[src/rtl/dprintf_arb_pkg.sv]
// rtl/dprintf_arb_pkg.sv - shared types and constants for the 4-way dprintf arbiter
package dprintf_arb_pkg;

    localparam int DPRINTF_ARB_NUM_REQ = 4;

    typedef struct packed {
        logic        valid;
        logic [15:0] address;
        logic [63:0] data_0;
        logic [63:0] data_1;
        logic [63:0] data_2;
        logic [63:0] data_3;
    } t_dprintf_req_4;

    typedef enum logic [0:0] {
        IDLE    = 1'b0,
        PRESENT = 1'b1
    } t_dprintf_arb_state;

endpackage

[src/rtl/dprintf_4_arbiter_if.sv]
// rtl/dprintf_4_arbiter_if.sv - downstream dprintf valid/ack bus
interface dprintf_4_arbiter_if;
    logic        req__valid;
    logic [15:0] req__address;
    logic [63:0] req__data_0;
    logic [63:0] req__data_1;
    logic [63:0] req__data_2;
    logic [63:0] req__data_3;
    logic        ack;

    modport master (
        output req__valid, req__address, req__data_0, req__data_1, req__data_2, req__data_3,
        input  ack
    );

    modport slave (
        input  req__valid, req__address, req__data_0, req__data_1, req__data_2, req__data_3,
        output ack
    );
endinterface

[src/rtl/round_robin_pick_4.sv]
// rtl/round_robin_pick_4.sv - combinational 4-way round-robin pick
module round_robin_pick_4 (
    input  logic [3:0] eligible,
    input  logic [1:0] last_grant,
    output logic       any,
    output logic [1:0] grant
);
    logic [1:0] idx;

    // Search starts just after the previous winner; the 2-bit add wraps mod 4.
    always_comb begin
        any   = 1'b0;
        grant = 2'd0;
        idx   = 2'd0;
        for (int k = 1; k <= 4; k++) begin
            idx = last_grant + 2'(k);
            if (!any && eligible[idx]) begin
                any   = 1'b1;
                grant = idx;
            end
        end
    end
endmodule

[src/rtl/dprintf_4_arbiter.sv]
// rtl/dprintf_4_arbiter.sv - round-robin arbiter sharing one dprintf slave among four requesters
module dprintf_4_arbiter
    import dprintf_arb_pkg::*;
(
    input  logic                                 clk,
    input  logic                                 clk__enable,
    input  logic                                 reset,
    input  logic [DPRINTF_ARB_NUM_REQ-1:0]       req_valid,
    input  logic [16*DPRINTF_ARB_NUM_REQ-1:0]    req_address,
    input  logic [256*DPRINTF_ARB_NUM_REQ-1:0]   req_data,
    output logic [DPRINTF_ARB_NUM_REQ-1:0]       req_ack,
    output logic [1:0]                           last_grant,
    dprintf_4_arbiter_if.master                  dprintf
);
    localparam logic [0:0] ST_IDLE    = 1'(IDLE);
    localparam logic [0:0] ST_PRESENT = 1'(PRESENT);

    t_dprintf_req_4                   req_q, req_d;
    logic [DPRINTF_ARB_NUM_REQ-1:0]   req_ack_q, req_ack_d;
    logic [1:0]                       last_grant_q, last_grant_d;
    logic [0:0]                       state_q, state_d;

    logic [3:0]   eligible;
    logic         any;
    logic [1:0]   grant;
    logic         capture;
    logic [255:0] slice;
    logic [15:0]  addr_sel;

    // A requester whose ack is visible still has valid high; mask it out.
    assign eligible = req_valid & ~req_ack_q;

    round_robin_pick_4 u_pick (
        .eligible   (eligible),
        .last_grant (last_grant_q),
        .any        (any),
        .grant      (grant)
    );

    assign capture  = any && ((state_q == ST_IDLE) || dprintf.ack);
    assign slice    = req_data[{grant, 8'd0} +: 256];
    assign addr_sel = req_address[{grant, 4'd0} +: 16];

    always_comb begin
        req_d        = req_q;
        req_ack_d    = '0;
        last_grant_d = last_grant_q;
        state_d      = state_q;
        if (capture) begin
            req_d.valid      = 1'b1;
            req_d.address    = addr_sel;
            req_d.data_0     = slice[255:192];
            req_d.data_1     = slice[191:128];
            req_d.data_2     = slice[127:64];
            req_d.data_3     = slice[63:0];
            req_ack_d[grant] = 1'b1;
            last_grant_d     = grant;
            state_d          = ST_PRESENT;
        end else if ((state_q == ST_PRESENT) && dprintf.ack) begin
            req_d.valid = 1'b0;
            state_d     = ST_IDLE;
        end
    end

    always_ff @(posedge clk) begin
        if (clk__enable) begin
            if (reset) begin
                req_q        <= '0;
                req_ack_q    <= '0;
                last_grant_q <= 2'd3;
                state_q      <= ST_IDLE;
            end else begin
                req_q        <= req_d;
                req_ack_q    <= req_ack_d;
                last_grant_q <= last_grant_d;
                state_q      <= state_d;
            end
        end
    end

    assign req_ack              = req_ack_q;
    assign last_grant           = last_grant_q;
    assign dprintf.req__valid   = req_q.valid;
    assign dprintf.req__address = req_q.address;
    assign dprintf.req__data_0  = req_q.data_0;
    assign dprintf.req__data_1  = req_q.data_1;
    assign dprintf.req__data_2  = req_q.data_2;
    assign dprintf.req__data_3  = req_q.data_3;
endmodule

[src/flat_wrapper.sv]
// flat-port wrapper written by rule: the top's interface ports become plain ports
module dprintf_4_arbiter_flat import dprintf_arb_pkg::*;
  (clk, clk__enable, reset, req_valid, req_address, req_data, req_ack, last_grant, dprintf_req__valid, dprintf_req__address, dprintf_req__data_0, dprintf_req__data_1, dprintf_req__data_2, dprintf_req__data_3, dprintf_ack);
  dprintf_4_arbiter_if dprintf_i ();
  input  logic clk;
  input  logic clk__enable;
  input  logic reset;
  input  logic [DPRINTF_ARB_NUM_REQ-1:0] req_valid;
  input  logic [16*DPRINTF_ARB_NUM_REQ-1:0] req_address;
  input  logic [256*DPRINTF_ARB_NUM_REQ-1:0] req_data;
  output logic [DPRINTF_ARB_NUM_REQ-1:0] req_ack;
  output logic [1:0] last_grant;
  output wire logic [$bits(dprintf_i.req__valid)-1:0] dprintf_req__valid;
  output wire logic [$bits(dprintf_i.req__address)-1:0] dprintf_req__address;
  output wire logic [$bits(dprintf_i.req__data_0)-1:0] dprintf_req__data_0;
  output wire logic [$bits(dprintf_i.req__data_1)-1:0] dprintf_req__data_1;
  output wire logic [$bits(dprintf_i.req__data_2)-1:0] dprintf_req__data_2;
  output wire logic [$bits(dprintf_i.req__data_3)-1:0] dprintf_req__data_3;
  input wire logic [$bits(dprintf_i.ack)-1:0] dprintf_ack;
  assign dprintf_req__valid = dprintf_i.req__valid;
  assign dprintf_req__address = dprintf_i.req__address;
  assign dprintf_req__data_0 = dprintf_i.req__data_0;
  assign dprintf_req__data_1 = dprintf_i.req__data_1;
  assign dprintf_req__data_2 = dprintf_i.req__data_2;
  assign dprintf_req__data_3 = dprintf_i.req__data_3;
  assign dprintf_i.ack = dprintf_ack;
  dprintf_4_arbiter u_core (.clk(clk), .clk__enable(clk__enable), .reset(reset), .req_valid(req_valid), .req_address(req_address), .req_data(req_data), .req_ack(req_ack), .last_grant(last_grant), .dprintf(dprintf_i));
endmodule
[config.mk]
export PLATFORM = sky130hd
export DESIGN_NAME = dprintf_4_arbiter_flat
export DESIGN_NICKNAME = d
export VERILOG_FILES = /design/src/rtl/dprintf_arb_pkg.sv /design/src/rtl/dprintf_4_arbiter_if.sv /design/src/rtl/round_robin_pick_4.sv /design/src/rtl/dprintf_4_arbiter.sv /design/src/flat_wrapper.sv
export SDC_FILE = /design/constraint.sdc
export NUM_CORES = 1
export LEC_CHECK = 0
export CAP_MARGIN = 20
export CORE_AREA = 2 2 540 542
export CTS_CLUSTER_SIZE = 8
export DETAILED_ROUTE_END_ITERATION = 6
export DIE_AREA = 0 0 542 544
export GPL_TIMING_DRIVEN = 0
export SLEW_MARGIN = 30
export SYNTH_ARGS = -nofsm -noshare
export SYNTH_HDL_FRONTEND = slang
export SYNTH_SLANG_ARGS = --single-unit
[constraint.sdc]
create_clock -name clk -period 21.7 [get_ports clk]
set_clock_uncertainty 0.15 [all_clocks]
set_input_delay 4.34 -clock clk [delete_from_list [all_inputs] [get_ports clk]]
set_output_delay 4.34 -clock clk [all_outputs]
set_load 0.05 [all_outputs]
==> results.md, run 1 <==
- Buf+Inv Stages, Crit Path: 4
- FF+latch count, synth: around 280
- Setup_tns: 0 ns
- Clk slew on worst S/H paths: ~0.05 ns
- Crit path to: u_core.dprintf.req__data_1[16]$_SDFFCE_PP0P_
- Post-synthesis cell type count: 28
- Syn Nets: 2343
- WS Path Type: in2reg
- RSZ-0062 raised after global routing: no
- Die Wd: 542 um
- Commonest cells in the synthesized netlist: 544 x mux2i_1, 279 x edfxtp_1, 272 x o22ai_1, 45 x buf_4
- P per Cell Area: 67.6 nW/um2
- Max_cap viols: 0
- Area of the multi-input gates: around 7400 um2
- Final Max Slew Viols: 0
- Most frequent cell after synthesis: mux2i_1
- Final wirelength: about 250 mm
- Number of cells on the worst reg-to-reg path: 8
- TritonCTS clock tree: done
- I/O Pins: between 1000 and 1500
- CP arrival: a little under 8 ns
- Reg-to-Reg Start: u_core.last_grant[1]$_SDFFCE_PP1P_
- Critical Path Source: req_valid[1]
- Syn. warnings: 0
- Starting density of the core: under 10%
- Worst Setup End Kind: register
- Drt drc: 0
- Clock Latency Late Sink: around 0.69 ns
- Post-synth top area share: between 50 and 60%
- Final Power: ~2.5 mW
- Worst hold path class: reg2reg
- CP top delay family: buffers and inverters
- Yosys top cell by area: edfxtp_1
- Post-synth EDFFs: 279
- Worst r2r dst: u_core.dprintf.req__data_1[16]$_SDFFCE_PP0P_
- Critical Path Stages: 9
- Vias: 20800
- Slew HR: 14.5%
- Setup bufs post-CTS: 0
- Endpoints failing setup: 0
- Worst vdd ir: 0.0606 mV
- First-pass GRT wire length: 286 mm
- Final Hold Viols: 0
- Nets@finish: approximately 3800
- Total Routing Usage GR: around 16%
- Antenna viol nets, final: 0
- Synth async-reset ratio: 0%
- Crit path cell chain: clkdlybuf4s50_1 -> nor2b_1 -> o211ai_1 -> nand3_1 -> buf_4 -> buf_6 -> buf_4 -> mux2i_1 -> o22ai_1
- FP Rows: about 200
- Final Cycle Share: 34.7%
- Die height: approximately 540 um
- Critical path launch point type: primary input
- Final setup margin: between 10 and 15 ns
- Fillers: between 30000 and 40000
- Post-Syn Area: about 17000 um2
- Dpl hpwl: 224 mm
- Grt total ovfl: 0
- CTS root buffer: clkbuf_16
- DR pass1 iterations: 5
- Hold Buf Count CTS: 0
- Largest net degree at the start of global routing: between 40 and 50
- DRT iter0 DRCs: 2043
- Post-Place Worst Slack: 13.46 ns
- Cells after Synth: between 1000 and 1500
- Lkg Pwr: between 10 and 15 nW
- H-tree depth: 2
- Synth top area cells: edfxtp_1 51%, mux2i_1 33%, o22ai_1 10%
- Primary FF master, synth: edfxtp_1
- Clock Sinks: ~280
- Register-to-Register Setup Slack: ~18 ns
- Routed vias/inst: 3.14
- CP max stage cell: mux2i_1
- Critical Path RT: around 22 ns
- Slew @ Worst Pin: approximately 1.2 ns
- Hold Path Depth: 1
- Buffers on Ports: between 1000 and 1500
- Layout cells sized above 1: 7.04%
- Synthesis-to-layout area growth: 123%
- TritonCTS Buffers: 46
- Sequential cell area: roughly 8400 um2
- Most numerous cell on the critical path: buf_4
- Highest clock rate: between 100 and 150 MHz
- Core area: between 200000 and 300000 um2
- WL/cell: approximately 38 um
- Number of antenna violations at the first check in global routing: around 370
- CP max stage delay: 1.06 ns
- CP Max Fanout: 10
- Status: completed
- Vias in the first global route: about 20000
- Resize count post-CTS: 0
- Final min period: approximately 7.5 ns
- Die ar.: 295000 um2
- Placer Congestion: between 0.9 and 1
- Register area share after synthesis: between 50% and 60%
- Avg Inst Size Synth: around 13 um2
- Maximum clock path buffer count: 3
## per-stage QoR
stage                     cell area (um2)  utilization (%)  cells  hold slack [ns]
after floorplan                     16600                -   1247            0.830
after global placement              35100             12.1   6421            0.468
after detailed placement            35300             12.2   6429            0.472
after CTS                           36600             12.7   6497            0.485
after global routing                36800             12.7   6546            0.528
final                               36900             12.8   6615            0.487
## worst reg2reg max path: stages (launching register included)
cell,delay (ns)
edfxtp_1,0.55
and4bb_1,0.34
a21oi_1,0.06
nand3_1,0.07
buf_4,0.31
buf_6,0.40
buf_4,0.49
mux2i_1,1.11
o22ai_1,0.17
## cells by family (layout without fill, tap and decap cells)
family	count (synthesis)	in the layout	synth area share (%)
flops	279	279	50.6
other cells	0	118	0
compound gates	279	279	10.7
buf+inv	123	1573	5.03
simple gates	22	22	0.831
mux	544	544	32.9
## power breakdown
part | internal, mW | switching, mW
clock network | 0.429 | 0.330
registers | 0.671 | 0.0189
logic | 0.412 | 0.639
## area by class of cell
type / count / share of cell area [%]
tap: 3800 / 12.9
multi-input combinational: 845 / 20.0
clock inverter: 14 / 0.525
buffer: 121 / 2.27
clock buffer: 54 / 3.20
antenna: 118 / 0.799
sequential: 279 / 22.7
inverter: 2 / 0.0203
timing repair buffer: 1382 / 37.6
## worst min path at each step
stage	startpoint	endpoint	slack (ns)
finish	u_core.dprintf.req__valid$_SDFFCE_PP0P_	u_core.dprintf.req__valid$_SDFFCE_PP0P_	0.49
global route	u_core.dprintf.req__valid$_SDFFCE_PP0P_	u_core.dprintf.req__valid$_SDFFCE_PP0P_	0.53
CTS	u_core.dprintf.req__valid$_SDFFCE_PP0P_	u_core.dprintf.req__valid$_SDFFCE_PP0P_	0.48
detailed placement	u_core.dprintf.req__valid$_SDFFCE_PP0P_	u_core.dprintf.req__valid$_SDFFCE_PP0P_	0.47
global placement	u_core.dprintf.req__valid$_SDFFCE_PP0P_	u_core.dprintf.req__valid$_SDFFCE_PP0P_	0.47
floorplan	u_core.dprintf.req__valid$_SDFFCE_PP0P_	u_core.dprintf.req__valid$_SDFFCE_PP0P_	0.83
## state kept, by name, summed over array words and instances, names as in the netlist
| signal | cells |
|---|---|
| u_core.dprintf.req__data_2 | 64 |
| u_core.dprintf.req__valid | 1 |
| u_core.dprintf.req__data_3 | 64 |
| u_core.dprintf.req__data_0 | 64 |
| u_core.dprintf.req__address | 16 |
| u_core.last_grant | 2 |
| u_core.req_ack | 4 |
| u_core.dprintf.req__data_1 | 64 |
## metal layers
metal	part of all wire (%)	vias to the layer above	wire (um)	track usage, %
li1	-	8075	-	-
met1	37	9757	92600	17.6
met2	43	1948	106000	24.6
met3	15	738	36300	10.1
met4	4.7	264	11700	6.82
met5	0.71	-	1760	0
## placed cells by master, fill, tap and decap left out, types with 4 or more instances in the layout
cell type	Yosys	routed
edfxtp_1	279	279
buf_1	5	4
clkbuf_16	0	46
clkinv_2	0	4
o22ai_1	272	272
buf_2	24	35
clkdlybuf4s50_1	0	1363
clkbuf_1	24	28
buf_4	45	46
buf_6	23	23
nand2b_1	6	6
bufinv_16	0	4
mux2i_1	544	534
diode_2	0	118
buf_16	0	5
mux2i_2	0	10
(Power assumes the default switching activity.)
==> run 2: changes to the inputs <==
--- a/config.mk
+++ b/config.mk
@@ -6,10 +6,10 @@
 export NUM_CORES = 1
 export LEC_CHECK = 0
 export CAP_MARGIN = 20
-export CORE_AREA = 2 2 540 542
+export CORE_AREA = 2 2 531 533
 export CTS_CLUSTER_SIZE = 8
 export DETAILED_ROUTE_END_ITERATION = 6
-export DIE_AREA = 0 0 542 544
+export DIE_AREA = 0 0 533 535
 export GPL_TIMING_DRIVEN = 0
 export SLEW_MARGIN = 30
 export SYNTH_ARGS = -nofsm -noshare
==> constraint.sdc (replaced) <==
create_clock -name clk -period 7.3 [get_ports clk]
set_clock_uncertainty 0.15 [all_clocks]
set_input_delay 1.46 -clock clk [delete_from_list [all_inputs] [get_ports clk]]
set_output_delay 1.46 -clock clk [all_outputs]
set_load 0.05 [all_outputs]
==> results.md, run 2 (same netlist as run 1, synthesis figures left out) <==
- Design Area, Final: 36800 um2
- Crit path cell chain: clkdlybuf4s50_1 -> nor2b_1 -> o211ai_1 -> nand3_1 -> buf_4 -> buf_6 -> buf_4 -> mux2i_1 -> o22ai_1
- Global-route layer with the greatest usage: met2
- Nets@finish: ~3800
- Hold EP: u_core.dprintf.req__valid$_SDFFCE_PP0P_
- Worst vdd ir: 0.157 mV
- Resize count post-CTS: 0
- Met1 usage: 16.6%
- RSZ-0062 raised after global routing: no
- Endpoints failing setup: 0
- Final Cycle Share: a little over three fifths
- Number of cells on the worst reg-to-reg path: 8
- Final Hold Viols: 0
- DRT iter0 DRCs: between 1500 and 2000
- Largest net degree at the start of global routing: between 40 and 50
- Core area: 279000 um2
- Vias in the first global route: between 20000 and 25000
- Min-delay src: u_core.dprintf.req__valid$_SDFFCE_PP0P_
- Dpl hpwl: 213 mm
- First-pass GRT wire length: between 200 and 300 mm
- Antenna viol nets, final: 0
- WL/cell: ~36 um
- I/O Pins: approximately 1400
- Starting density of the core: under 10%
- DP Cell Count: 6352
- Clock Latency Late Sink: 0.69 ns
- CP top delay family: buffers and inverters
- Final Power: 7.29 mW
- Hold Buf Count CTS: 0
- Clk slew on worst S/H paths: roughly 0.060 ns
- Final min period: around 4.6 ns
- Die height: about 540 um
- CTS root buffer: clkbuf_16
- Critical path launch point type: primary input
- Placed Area: ~35000 um2
- Maximum clock path buffer count: 3
- Final Max Slew Viols: 0
- Buf+Inv Stages, Crit Path: 4
- WS Path Type: in2reg
- Layout cells sized above 1: roughly 6.6%
- Worst r2r dst: u_core.dprintf.req__data_1[12]$_SDFFCE_PP0P_
- Reg-to-Reg Start: u_core.last_grant[0]$_SDFFCE_PP1P_
- Max_cap viols: 0
- Worst hold path class: reg2reg
- Die ar.: roughly 290000 um2
- CP max stage cell: mux2i_1
- Setup bufs post-CTS: 0
- DR pass1 iterations: 5
- Most numerous cell on the critical path: buf_4
- CP max stage delay: 1.02 ns
- Clock Sinks: 279
- Critical Path RT: 7.49 ns
- Die Wd: about 530 um
- Commonest cells after routing, fill and taps aside: 1369 x clkdlybuf4s50_1, 539 x mux2i_1, 279 x edfxtp_1
- Grt total ovfl: 0
- Synthesis-to-layout area growth: 122%
- H-tree depth: 2
- Global routing usage on met2: between 20% and 30%
- Total Routing Usage GR: roughly 16%
- Status: completed
- CP Max Fanout: 10
- Final wirelength: between 200 and 250 mm
- Placer Congestion: 1.01
- Met3 usage: a little under an eighth
- Vias: roughly 21000
- FP Rows: 194
- Number of antenna violations at the first check in global routing: approximately 370
- Slew HR: around 14%
- Commonest non-fill, non-tap cell in the layout: clkdlybuf4s50_1
- Drt drc: 0
- Non-filler cells, final: roughly 6600
- Worst Setup End Kind: register
- TritonCTS clock tree: done
- Setup_tns: 0 ns
- Buffers on Ports: between 1000 and 1500
- Highest clock rate: ~220 MHz
- Lkg Pwr: about 13 nW
- Routed vias/inst: approximately 3.2
- Slew @ Worst Pin: between 1 and 1.5 ns
- Hold Path Depth: 1
- CP arrival: about 4.8 ns
- TritonCTS Buffers: 46
- P per Cell Area: slightly below 200 nW/um2
- Register-to-Register Setup Slack: between 3 and 4 ns
## run 2: cell count changes in the layout (fill, tap and decap cells not counted), moves of 3 or more
cell             change
clkbuf_1             -3
diode_2             +12
clkdlybuf4s50_1      +6
buf_2                -6
mux2i_2              -5
clkinv_1             +5
mux2i_1              +5
## run 2: metal layers
layer	vias to the layer above	wire [um]
met5	-	1830
met4	274	14700
met3	816	38600
li1	8094	-
met2	2034	99300
met1	9640	83400
## run 2: metrics by stage
stage / hold slack (ns) / setup slack (ns) / util [%]
floorplan: 0.830 / 1.29 / -
global placement: 0.470 / -1.71 / 12.5
detailed placement: 0.480 / 2.11 / 12.6
CTS: 0.493 / 2.90 / 13.1
global route: 0.518 / 2.84 / 13.1
finish: 0.495 / 2.68 / 13.2
## run 2: layout make-up
type | count | area [um2]
fill | 31300 | 242000
buffer | 121 | 841
clock inverter | 17 | 176
multi-input combinational | 845 | 7370
timing repair buffer | 1381 | 13900
tap | 3724 | 4660
antenna | 130 | 325
inverter | 2 | 7.51
clock buffer | 52 | 1170
sequential | 279 | 8380
## run 2: worst max-delay path by stage
stage               depth (start not counted)  slack [ns]                                           end         start
CTS                                         9        2.90  u_core.dprintf.req__data_2[20]$_SDFFCE_PP0P_  req_valid[1]
global route                                9        2.84  u_core.dprintf.req__data_1[12]$_SDFFCE_PP0P_  req_valid[1]
detailed placement                          9        2.11  u_core.dprintf.req__data_2[20]$_SDFFCE_PP0P_  req_valid[1]
floorplan                                   4        1.29       u_core.dprintf.req__valid$_SDFFCE_PP0P_  req_valid[0]
global placement                            4       -1.71  u_core.dprintf.req__data_0[19]$_SDFFCE_PP0P_  req_valid[0]
finish                                      9        2.68  u_core.dprintf.req__data_1[12]$_SDFFCE_PP0P_  req_valid[1]
## run 2: report_power, final
| part | internal (mW) | leakage (nW) | switching (mW) |
|---|---|---|---|
| clock network | 1.23 | 0.655 | 0.951 |
| logic | 1.22 | 9.23 | 1.82 |
| registers | 1.99 | 2.78 | 0.0603 |
| total | 4.45 | 12.7 | 2.83 |
## run 2: worst reg2reg max path: stages, from the launching register on
cell and delay [ns]:
edfxtp_1 0.43, and4bb_1 0.35, a21oi_1 0.07, nand3_1 0.09, buf_4 0.28, buf_6 0.42, buf_4 0.39, mux2i_1 1.03
o22ai_1 0.27
